## src/rtl/matriz_pkg.sv

```systemverilog
// Shared constants, state encoding and row-decode helper for the LED matrix row scanner.
// The APAGA state exists only when VARREDURA_MATRIZ_BLANKING_EN is defined.
package matriz_pkg;

  localparam int NUM_LINHAS  = 7;
  localparam int NUM_COLUNAS = 5;
  localparam int CONTADOR_W  = 3;

  localparam logic [CONTADOR_W-1:0] ULTIMA_LINHA = CONTADOR_W'(NUM_LINHAS - 1);

`ifdef VARREDURA_MATRIZ_BLANKING_EN
  typedef enum logic [1:0] {
    OCIOSO = 2'd0,
    EXIBE  = 2'd1,
    APAGA  = 2'd2
  } estado_t;
`else
  typedef enum logic [1:0] {
    OCIOSO = 2'd0,
    EXIBE  = 2'd1
  } estado_t;
`endif

  // Row index to active-high one-hot row enable.
  function automatic logic [NUM_LINHAS-1:0] linha_onehot(input logic [CONTADOR_W-1:0] idx);
    logic [NUM_LINHAS-1:0] base;
    base = {{(NUM_LINHAS-1){1'b0}}, 1'b1};
    return base << idx;
  endfunction

  function automatic logic [CONTADOR_W-1:0] proxima_linha(input logic [CONTADOR_W-1:0] idx);
    return (idx == ULTIMA_LINHA) ? '0 : idx + CONTADOR_W'(1);
  endfunction

endpackage

```

## src/rtl/varredura_matriz_divisor_tick.sv

```systemverilog
// Row-period prescaler: counts 0..DIV-1 and emits a one-cycle tick on the last count.
// clear holds the count at zero so each row starts from a fresh period.
module divisor_tick #(
  parameter int DIV = 4
) (
  input  logic clock,
  input  logic reset,
  input  logic clear,
  output logic tick
);

  logic [7:0] contagem;

  assign tick = !clear && (contagem == 8'(DIV - 1));

  always_ff @(posedge clock) begin
    if (reset || clear || tick) begin
      contagem <= '0;
    end else begin
      contagem <= contagem + 8'd1;
    end
  end

endmodule

```

## src/rtl/varredura_matriz.sv

```systemverilog
// Row-multiplexed scanner for a 7x5 LED matrix; one row lit at a time for DIV cycles.
// Optional one-cycle blanking between rows: define VARREDURA_MATRIZ_BLANKING_EN.
module varredura_matriz
  import matriz_pkg::*;
#(
  parameter int DIV = 4
) (
  input  logic                   clock,
  input  logic                   reset,
  input  logic                   enable,
  input  logic [1:0]             quadro_sel,
  input  logic [NUM_COLUNAS-1:0] colunas_in,
  output logic [CONTADOR_W-1:0]  contador,
  output logic [1:0]             quadro_ativo,
  output logic [NUM_LINHAS-1:0]  linhas,
  output logic [NUM_COLUNAS-1:0] colunas_out,
  output logic                   fim_quadro
);

  estado_t estado;
  logic    tick;
  logic    limpa_prescaler;

  assign limpa_prescaler = (estado != EXIBE);

  divisor_tick #(
    .DIV(DIV)
  ) u_divisor (
    .clock(clock),
    .reset(reset),
    .clear(limpa_prescaler),
    .tick (tick)
  );

  // contador always names the next row to load, so contador==0 while EXIBE means row 6 is lit.
  // The frame select is latched only when row 6 is loaded, keeping each frame self-consistent.
  always_ff @(posedge clock) begin
    if (reset) begin
      estado       <= OCIOSO;
      contador     <= '0;
      linhas       <= '0;
      colunas_out  <= '0;
      fim_quadro   <= 1'b0;
      quadro_ativo <= '0;
    end else if (!enable) begin
      if (estado == OCIOSO) begin
        quadro_ativo <= quadro_sel;
      end
      estado      <= OCIOSO;
      contador    <= '0;
      linhas      <= '0;
      colunas_out <= '0;
      fim_quadro  <= 1'b0;
    end else begin
      fim_quadro <= 1'b0;
      case (estado)
        OCIOSO: begin
          estado      <= EXIBE;
          linhas      <= linha_onehot('0);
          colunas_out <= colunas_in;
          contador    <= CONTADOR_W'(1);
        end
        EXIBE: begin
          if (tick) begin
            fim_quadro <= (contador == '0);
`ifdef VARREDURA_MATRIZ_BLANKING_EN
            estado      <= APAGA;
            linhas      <= '0;
            colunas_out <= '0;
`else
            linhas      <= linha_onehot(contador);
            colunas_out <= colunas_in;
            contador    <= proxima_linha(contador);
            if (contador == ULTIMA_LINHA) begin
              quadro_ativo <= quadro_sel;
            end
`endif
          end
        end
`ifdef VARREDURA_MATRIZ_BLANKING_EN
        APAGA: begin
          estado      <= EXIBE;
          linhas      <= linha_onehot(contador);
          colunas_out <= colunas_in;
          contador    <= proxima_linha(contador);
          if (contador == ULTIMA_LINHA) begin
            quadro_ativo <= quadro_sel;
          end
        end
`endif
        default: begin
          estado      <= OCIOSO;
          contador    <= '0;
          linhas      <= '0;
          colunas_out <= '0;
        end
      endcase
    end
  end

endmodule
```

## config.mk

```make
export PLATFORM = sky130hd
export DESIGN_NAME = varredura_matriz
export DESIGN_NICKNAME = d
export VERILOG_FILES = /design/src/rtl/matriz_pkg.sv /design/src/rtl/varredura_matriz_divisor_tick.sv /design/src/rtl/varredura_matriz.sv
export SDC_FILE = /design/constraint.sdc
export NUM_CORES = 1
export LEC_CHECK = 0
export ABC_AREA = 1
export CAP_MARGIN = 0
export CORE_ASPECT_RATIO = 1.2
export CORE_MARGIN = 1.5
export CORE_UTILIZATION = 48
export CTS_CLUSTER_DIAMETER = 200
export DETAILED_ROUTE_END_ITERATION = 10
export PLACE_DENSITY = 0.86
export SLEW_MARGIN = 40
export SYNTH_ARGS = -nofsm -noshare
export SYNTH_HDL_FRONTEND = slang
export SYNTH_SLANG_ARGS = --single-unit
```

## constraint.sdc

```tcl
create_clock -name clock -period 1.8 [get_ports clock]
set_clock_uncertainty 0.2 [all_clocks]
set_input_delay 0.45 -clock clock [delete_from_list [all_inputs] [get_ports clock]]
set_output_delay 0.45 -clock clock [all_outputs]
set_load 0.01 [all_outputs]
```

== Word level (Yosys, flattened, before mapping) ==
Cells that the tools add are included.
Widths: inputs -> output; s select.
Storage, ports and cells
  flip-flop bits (word level): 28
  output and inout port bits: 18
  logic and storage cells: 44
Operators by class
  $add $sub $neg: 2
  eq/ne operators: 8
  shift-type cells: 1
  multiplexer cells: 13
  bitwise operators: 3
  reduce and logical (&&, ||, !) cells: 10
Operator list (number)
  $pmux 7 s2: 1
  $mux 2: 5
  $ne 2x1->1 const B: 5
  $pmux 5 s2: 1
  $add 8x1->8 const B: 1
  $eq 8x2->1 const B: 1
  $mux 7: 1
  $shl 1x3->7 const A: 1
  $mux 3: 2
  $pmux 3 s2: 1
  $mux 5: 1
  $pmux 2 s2: 1
  $reduce_and 4->1: 1
  $reduce_or 4->1: 1
  $add 3x1->3 const B: 1
  $eq 3x3->1 const B: 1
  $logic_not 3->1: 1
  $not 1->1: 3
  $eq 2x1->1 const B: 1
  $logic_not 2->1: 1
  $logic_or 1x1->1: 2
  $reduce_bool 2->1: 1
  $reduce_or 2->1: 1
  $logic_and 1x1->1: 1
  $logic_not 1->1: 1

== Logic depth before layout (Yosys ltp) ==
Gate-level depths: netlist of run 1.
  depth after elaboration: 6
  gate-level depth with buffers: 7

== Hierarchy ==
From an unflattened synthesis of run 1, not the netlist that was laid out.
Unflattened totals
  cell total of the unflattened synthesis: 165
  area total of the unflattened synthesis: 1197.4 µm²
By module, submodules not included
  varredura_matriz: instances 1, cells each 102, area an instance 764.5 µm²
  divisor_tick: instances 1, cells each 63, area an instance 432.9 µm²

== Worst setup path before layout of run 1 ==
No wires, ideal clock.
  kind: register to register
  start point: reg u_divisor.contagem[0]
  end point: reg contador[0]
  library setup time: 0.117 ns
  arrival time: 1.192 ns
  slack: 0.291 ns
  stages on the path, launching flop included: 8
  period minus slack after synthesis: 1.509 ns
  cells stage by stage: dfxtp_1 ha_1 nand2_2 nor2_8 nand2_4 or2_1 nand2_1 nor2_1
On the way
  longest elaborated chain between the ends: 3
Ends and longest elaborated chain
  start, declared: RTL line varredura_matriz_divisor_tick.sv:12  | logic [7:0] contagem;
  start signal, assigned: RTL line varredura_matriz_divisor_tick.sv:20  | contagem <= contagem + 8'd1;
  $eq 8x2->1: RTL line varredura_matriz_divisor_tick.sv:14  | assign tick = !clear && (contagem == 8'(DIV - 1));
  $logic_and 1x1->1: RTL line varredura_matriz_divisor_tick.sv:14
  $ne 2x1->1 (no source line)
  end signal, assigned: RTL line varredura_matriz.sv:73  | contador <= proxima_linha(contador);
  end, declared: RTL line varredura_matriz.sv:13  | output logic [CONTADOR_W-1:0] contador,
Every way passes these cells.
A chain may end at the register's enable or synchronous reset.

== Worst setup path after layout of run 1 ==
Same ends and word-level chain as after synthesis.

==> summary.txt, run 1 <==
Setup path
  – Delay-heaviest family, CP: simple AND/OR/NAND/NOR gates
  – Arrival time worst endpoint: 1710 ps
  – Crit path kind: register to register
  – Worst r2r src: u_divisor.contagem[0]
  – Worst R2R Setup Slack: 110 ps
  – Worst Reg-to-Reg Cells: 7
  – Worst Path Max Fanout: 7
  – Slowest CP cell: dfxtp_1
  – Critical path data required time: 1820 ps
  – Worst path cell trace: ha_1 > nand2_2 > nor2_8 > nand2_4 > or2_1 > nand2_1 > nor2_1
  – CP bufs+invs: 0
  – Worst setup SP type: register
  – Slowest stage delay, CP: 400 ps
  – Critical R2R Capture: contador[0]
  – CP endpoint kind: register

Power and ir drop
  – PwrDens: 640.4 nW/µm²
  – VDD IR max: 0.5583 mV
  – Leakage power: 0.7000 nW

Cells and area
  – # fillers: 211
  – N_diodes: 0
  – Final cell count without fillers: 218
  – Most frequent cells in the layout: dfxtp_1 (27), nor2_1 (24), nand2_1 (23), dlygate4sd2_1 (18), inv_1 (17)
  – Layout area overhead: 28.93%
  – Layout cells sized above 1: 12.83%
  – Commonest non-fill, non-tap cell in the layout: dfxtp_1
  – Layout Nets: 200
  – Finished Core Util: 66.25%

Die
  – Starting density of the core: 51.38%
  – Cell row count: 19
  – IO Count: 28
  – Core area: 2306 µm²
  – Die Height: 57.43 µm
  – Area of the die: 2777 µm²
  – Die W: 48.36 µm

Drt
  – Final ANT Viol Nets: 0
  – Drt pass-1 iters: 4
  – Post-Route WL: 2540 µm
  – Initial DRC Count: 18
  – WL/cell: 11.65 µm
  – Vias: 1100
  – Via/cell ratio: 5.046
  – Remaining DRCs: 0

Synth
  – Mean Syn Cell Area: 7.847 µm²
  – Synth top area share: 45.62%
  – Post-synthesis sequential area ratio: 45.62%
  – Flops & latches, synth: 27
  – Post-Syn Nets: 163
  – Cell count after synthesis: 151
  – Synth warn: 0
  – Synth unique cells: 26
  – Cell Area, Synth: 1185 µm²
  – Area contributors post-synth: dfxtp_1 (46%), nor2_1 (7.6%), nand2_1 (7.3%), inv_1 (5.4%), a21oi_1 (5.1%)
  – Leading area contributor after synthesis: dfxtp_1

Placement
  – Placer Congestion: 0.8548
  – Port Buffers: 27
  – Post-DP HPWL: 1932 µm
  – Dpl cells: 213
  – Setup WS pre-CTS: 4.334 ps

STA
  – FMAX: 592.3 MHz
  – Final min period: 1688 ps
  – Hold Violations, Final: 0
  – Relative slew slack: 81.55%
  – Hold_ws: 269.2 ps
  – Final setup vio count: 0
  – Total negative setup slack: 0 ps
  – Final worst path period share: 93.79%
  – RSZ-0062 raised after global routing: false
  – Actual slew at the worst max-slew pin: 274.7 ps
  – Final Max Tran Viols: 0
  – Setup ws final: 111.8 ps

Clocking
  – CTS Buf Count: 3
  – Clk sinks: 27
  – Clock-pin transition on the worst setup and hold timing paths: 140 ps
  – CTS Buffer Depth: 2
  – Clock root buffer: clkbuf_4
  – CTS tree: built
  – CTS HTree Levels: 1
  – Clock Latency Late Sink: 320 ps
  – CTS Hold Bufs: 0

GRT
  – All-Layer GR Usage: 19.54%
  – Pin count of the biggest net entering global routing: 17
  – Initial antenna violation count: 0
  – GRT overflow: 0
  – First-pass GRT wire length: 4278 µm
  – Vias in the first global route: 1049

Hold path
  – Hold/Removal Path Class: register to register
  – WHS Path Cells: 2
  – Hold endpoint: linhas[5]
  – Hold_sp: linhas[5]

Outcome
  – Status: complete, no violations

Run
  – Max cap viols: 0
## worst register-to-register path, stage by stage (launching register included)
cell and delay (ps):
dfxtp_1 400, ha_1 200, nand2_2 100, nor2_8 220, nand2_4 90, or2_1 270
nand2_1 80, nor2_1 40
## report_power, final
part           leakage, nW  switching [mW]  total [mW]  internal (mW)
combinational        0.465          0.0538       0.103         0.0492
clock               0.0150           0.170       0.257         0.0867
sequential           0.220         0.00717       0.619          0.611
total                0.700           0.231       0.978          0.747
## per-layer routing
layer  track usage (%)  share of wire (%)
met3             3.403                4.9
met2             38.29                 53
met4             7.347                1.5
met1             20.79                 40
met5                 0                  0
## layout make-up
type | count | area [µm²] | area share, %
Multi-Input combinational cell | 102 | 546.8 | 35.79
Timing Repair Buffer | 34 | 300.3 | 19.66
Tap cell | 31 | 38.79 | 2.539
Inverter | 20 | 75.07 | 4.914
Clock buffer | 4 | 26.28 | 1.720
Sequential cell | 27 | 540.5 | 35.38
## stage by stage
stage | power (mW) | instance area [µm²]
5_1_grt | 1.023 | 1528
2_1_floorplan | 0.6835 | 1185
3_5_place_dp | 0.7419 | 1516
4_1_cts | 0.9861 | 1520
6_report | 0.9784 | 1528
3_3_place_gp | 0.7371 | 1516
## cell usage after synthesis
| master | number |
|---|---|
| o21ai_1 | 2 |
| nand3_1 | 5 |
| xor2_1 | 1 |
| nor3b_1 | 3 |
| ha_1 | 2 |
| nand3_2 | 1 |
| a21oi_2 | 1 |
| o21ai_0 | 6 |
| nor2_2 | 4 |
| xnor2_1 | 1 |
| buf_6 | 2 |
| a21oi_1 | 12 |
| or2_1 | 1 |
| nand2_1 | 23 |
| nor3_1 | 2 |
| inv_1 | 17 |
| nor2_8 | 2 |
| nand4_1 | 6 |
| a31oi_1 | 1 |
| dfxtp_1 | 27 |
| nand2_2 | 3 |
| or2_0 | 1 |
| clkinv_1 | 1 |
| inv_2 | 2 |
| nor2_1 | 24 |
| nand2_4 | 1 |
## cells by family (layout without fill, tap and decap cells)
family	Yosys count	after routing	synth area share [%]
flops	27	27	45.62
compound gates	22	22	9.716
fa+ha+maj	2	2	2.112
buf+inv	22	58	8.236
simple gates	76	76	32.84
xor+xnor	2	2	1.479
## flip-flops by register name, indices dropped and copies added, names as in the netlist
name and cells:
u_divisor.contagem 8, colunas_out 5, fim_quadro 1, quadro_ativo 2
linhas 7, contador 3, estado 1
## worst max-delay path by stage
stage / startpoint / to / slack, ps / cells past startpoint
floorplan: u_divisor.contagem[0] / contador[0] / 290 / 7
global placement: enable / linhas[1] / 70 / 6
detailed placement: enable / contador[2] / 4 / 6
CTS: u_divisor.contagem[0] / contador[0] / 120 / 7
global route: u_divisor.contagem[0] / contador[0] / 20 / 7
finish: u_divisor.contagem[0] / contador[0] / 110 / 7
## what timing repair did
item / 4_1_cts / 5_1_grt
endpoints found under the setup margin: 18 / 1
resized for setup: 18 / 0
gates cloned: 0 / 0
setup buffers: 0 / 1
pin swaps: 0 / 1
Power figures use the tool's default switching activity.
==> run 2, diff against run 1 <==
CORE_UTILIZATION = 30   (was 48)
PLACE_DENSITY = 0.62   (was 0.86)
==> summary.txt, run 2 (same netlist as run 1, synthesis figures left out) <==
Outcome
  – Status: complete, no violations (unchanged)

Power and ir drop
  – PwrDens: 660.2 nW/µm² (was 640.4 nW/µm²)
  – Clock network power share: 31.8% (was 26.2%)
  – Sw frac: 22.90% (was 23.61%)
  – Leakage power: 0.7862 nW (was 0.7000 nW)
  – Switching power: 0.2431 mW (was 0.2310 mW)
  – P_int: 0.8184 mW (was 0.7474 mW)
  – Sequential power share: 58.2% (was 63.2%)
  – Combinational fraction of design power: 10.0% (was 10.5%)
  – VDD IR max: 0.3169 mV (was 0.5583 mV)

Cells and area
  – Layout cells sized above 1: 14.29% (was 12.83%)
  – Layout area overhead: 35.69% (was 28.93%)
  – Most flops, register: u_divisor.contagem (unchanged)
  – N_diodes: 0 (unchanged)
  – Commonest non-fill, non-tap cell in the layout: dfxtp_1 (unchanged)
  – Layout Nets: 202 (was 200)
  – Most frequent cells in the layout: dfxtp_1 (27), nor2_1 (24), nand2_1 (23), inv_1 (17), dlygate4sd2_1 (13) (was dfxtp_1 (27), nor2_1 (24), nand2_1 (23), dlygate4sd2_1 (18), inv_1 (17))
  – Largest regs: u_divisor.contagem x8, linhas x7, colunas_out x5 (unchanged)
  – Finished Core Util: 43.53% (was 66.25%)
  – # fillers: 387 (was 211)
  – Max FFs per register: 8 (unchanged)

Die
  – Area of the die: 4337 µm² (was 2777 µm²)
  – Die W: 60.37 µm (was 48.36 µm)
  – Starting density of the core: 32.08% (was 51.38%)
  – IO Count: 28 (unchanged)
  – Core area: 3694 µm² (was 2306 µm²)
  – Cell row count: 24 (was 19)
  – Die Height: 71.85 µm (was 57.43 µm)

GRT
  – Initial antenna violation count: 0 (unchanged)
  – Met3 Use GR: 2.708% (was 3.403%)
  – Vias in the first global route: 954 (was 1049)
  – GRT overflow: 0 (unchanged)
  – Met1 Use GR: 15.90% (was 20.79%)
  – All-Layer GR Usage: 11.64% (was 19.54%)
  – GRT busiest layer: met2 (unchanged)
  – First-pass GRT wire length: 3933 µm (was 4278 µm)
  – Pin count of the biggest net entering global routing: 17 (unchanged)
  – Met2 Track Usage GR: 17.87% (was 38.29%)

Drt
  – WL/cell: 9.888 µm (was 11.65 µm)
  – Vias: 1034 (was 1100)
  – Remaining DRCs: 0 (unchanged)
  – Post-Route WL: 2383 µm (was 2540 µm)
  – Via/cell ratio: 4.290 (was 5.046)
  – Initial DRC Count: 26 (was 18)
  – Final ANT Viol Nets: 0 (unchanged)
  – Drt pass-1 iters: 4 (unchanged)

STA
  – Final worst path period share: 92.51% (was 93.79%)
  – Setup ws final: 134.8 ps (was 111.8 ps)
  – Final setup vio count: 0 (unchanged)
  – Total negative setup slack: 0 ps (unchanged)
  – Relative slew slack: 85.69% (was 81.55%)
  – Actual slew at the worst max-slew pin: 213.0 ps (was 274.7 ps)
  – FMAX: 600.5 MHz (was 592.3 MHz)
  – Final min period: 1665 ps (was 1688 ps)
  – Final Max Tran Viols: 0 (unchanged)
  – Hold Violations, Final: 0 (unchanged)
  – RSZ-0062 raised after global routing: false (unchanged)

Run
  – Max cap viols: 0 (unchanged)

Setup path
  – CP endpoint kind: register (unchanged)
  – Worst setup SP type: register (unchanged)
  – Arrival time worst endpoint: 1630 ps (was 1710 ps)
  – Worst Path Max Fanout: 12 (was 7)
  – Crit path kind: register to register (unchanged)
  – Critical path data required time: 1770 ps (was 1820 ps)
  – Worst R2R Setup Slack: 130 ps (was 110 ps)

Clocking
  – CTS HTree Levels: 1 (unchanged)
  – Clk sinks: 27 (unchanged)
  – Clock-pin transition on the worst setup and hold timing paths: 90 ps (was 140 ps)
  – Clock Latency Late Sink: 270 ps (was 320 ps)
  – CTS tree: built (unchanged)
  – CTS Buf Count: 3 (unchanged)
  – CTS Buffer Depth: 2 (unchanged)
  – Clock root buffer: clkbuf_8 (was clkbuf_4)

Placement
  – Setup WS pre-CTS: 49.72 ps (was 4.334 ps)
  – Placer Congestion: 0.7958 (was 0.8548)
  – Post-DP HPWL: 1734 µm (was 1932 µm)
  – Port Buffers: 27 (unchanged)

Hold path
  – Hold/Removal Path Class: register to register (unchanged)
==> run 2: repair_timing <==
item,4_1_cts,5_1_grt
resized for setup,13,5
hold buffers,0,0
pin swaps,0,1
endpoints found under the setup margin,13,6
setup buffers,0,3
==> run 2: layer usage <==
metal | up-vias | wire length, µm
met5 | - | 0
met4 | 0 | 16
met3 | 2 | 83
met2 | 12 | 1095
met1 | 463 | 1188
li1 | 557 | -
==> run 2: final timing paths <==
kind                                       startpoint              to  depth (start not counted)
worst min-delay path                        linhas[3]       linhas[3]                          2
worst max register to register  u_divisor.contagem[0]  colunas_out[2]                          7
worst min register to register              linhas[3]       linhas[3]                          2
worst max-delay path            u_divisor.contagem[0]  colunas_out[2]                          7
==> run 2: final cells by class <==
cell class              instances  area [µm²]  area share, %
multi-input cells             102       546.8          34.01
clock inverters                 1       5.005         0.3113
clock buffers                   3       41.29          2.568
flip-flops and latches         27       540.5          33.62
repair buffers                 36       334.1          20.78
well taps                      52       65.06          4.047
inverters                      20       75.07          4.669
==> run 2: critical path, stage by stage, from the launching register on <==
cell and delay [ps]:
dfxtp_1 390, ha_1 210, nand2_2 100, nor2_8 220
nor2_8 100, buf_4 150, o21ai_0 150, nor2_1 50
==> run 2: through the flow <==
stage,area [µm²],hold slack [ps],std cells,power (mW)
detailed placement,1543,253.4,234,0.7422
global route,1608,284.5,241,1.113
global placement,1543,246.9,234,0.7422
finish,1608,266.8,241,1.061
CTS,1573,273.3,238,1.074
floorplan,1185,230.3,151,0.6835
==> run 2: power by group through the flow <==
stage	logic (mW)	registers (mW)	clock network, mW
5_1_grt	0.118	0.620	0.375
6_report	0.106	0.618	0.338
2_1_floorplan	0.0434	0.640	0
3_5_place_dp	0.110	0.632	0
4_1_cts	0.104	0.618	0.352
3_3_place_gp	0.110	0.632	0
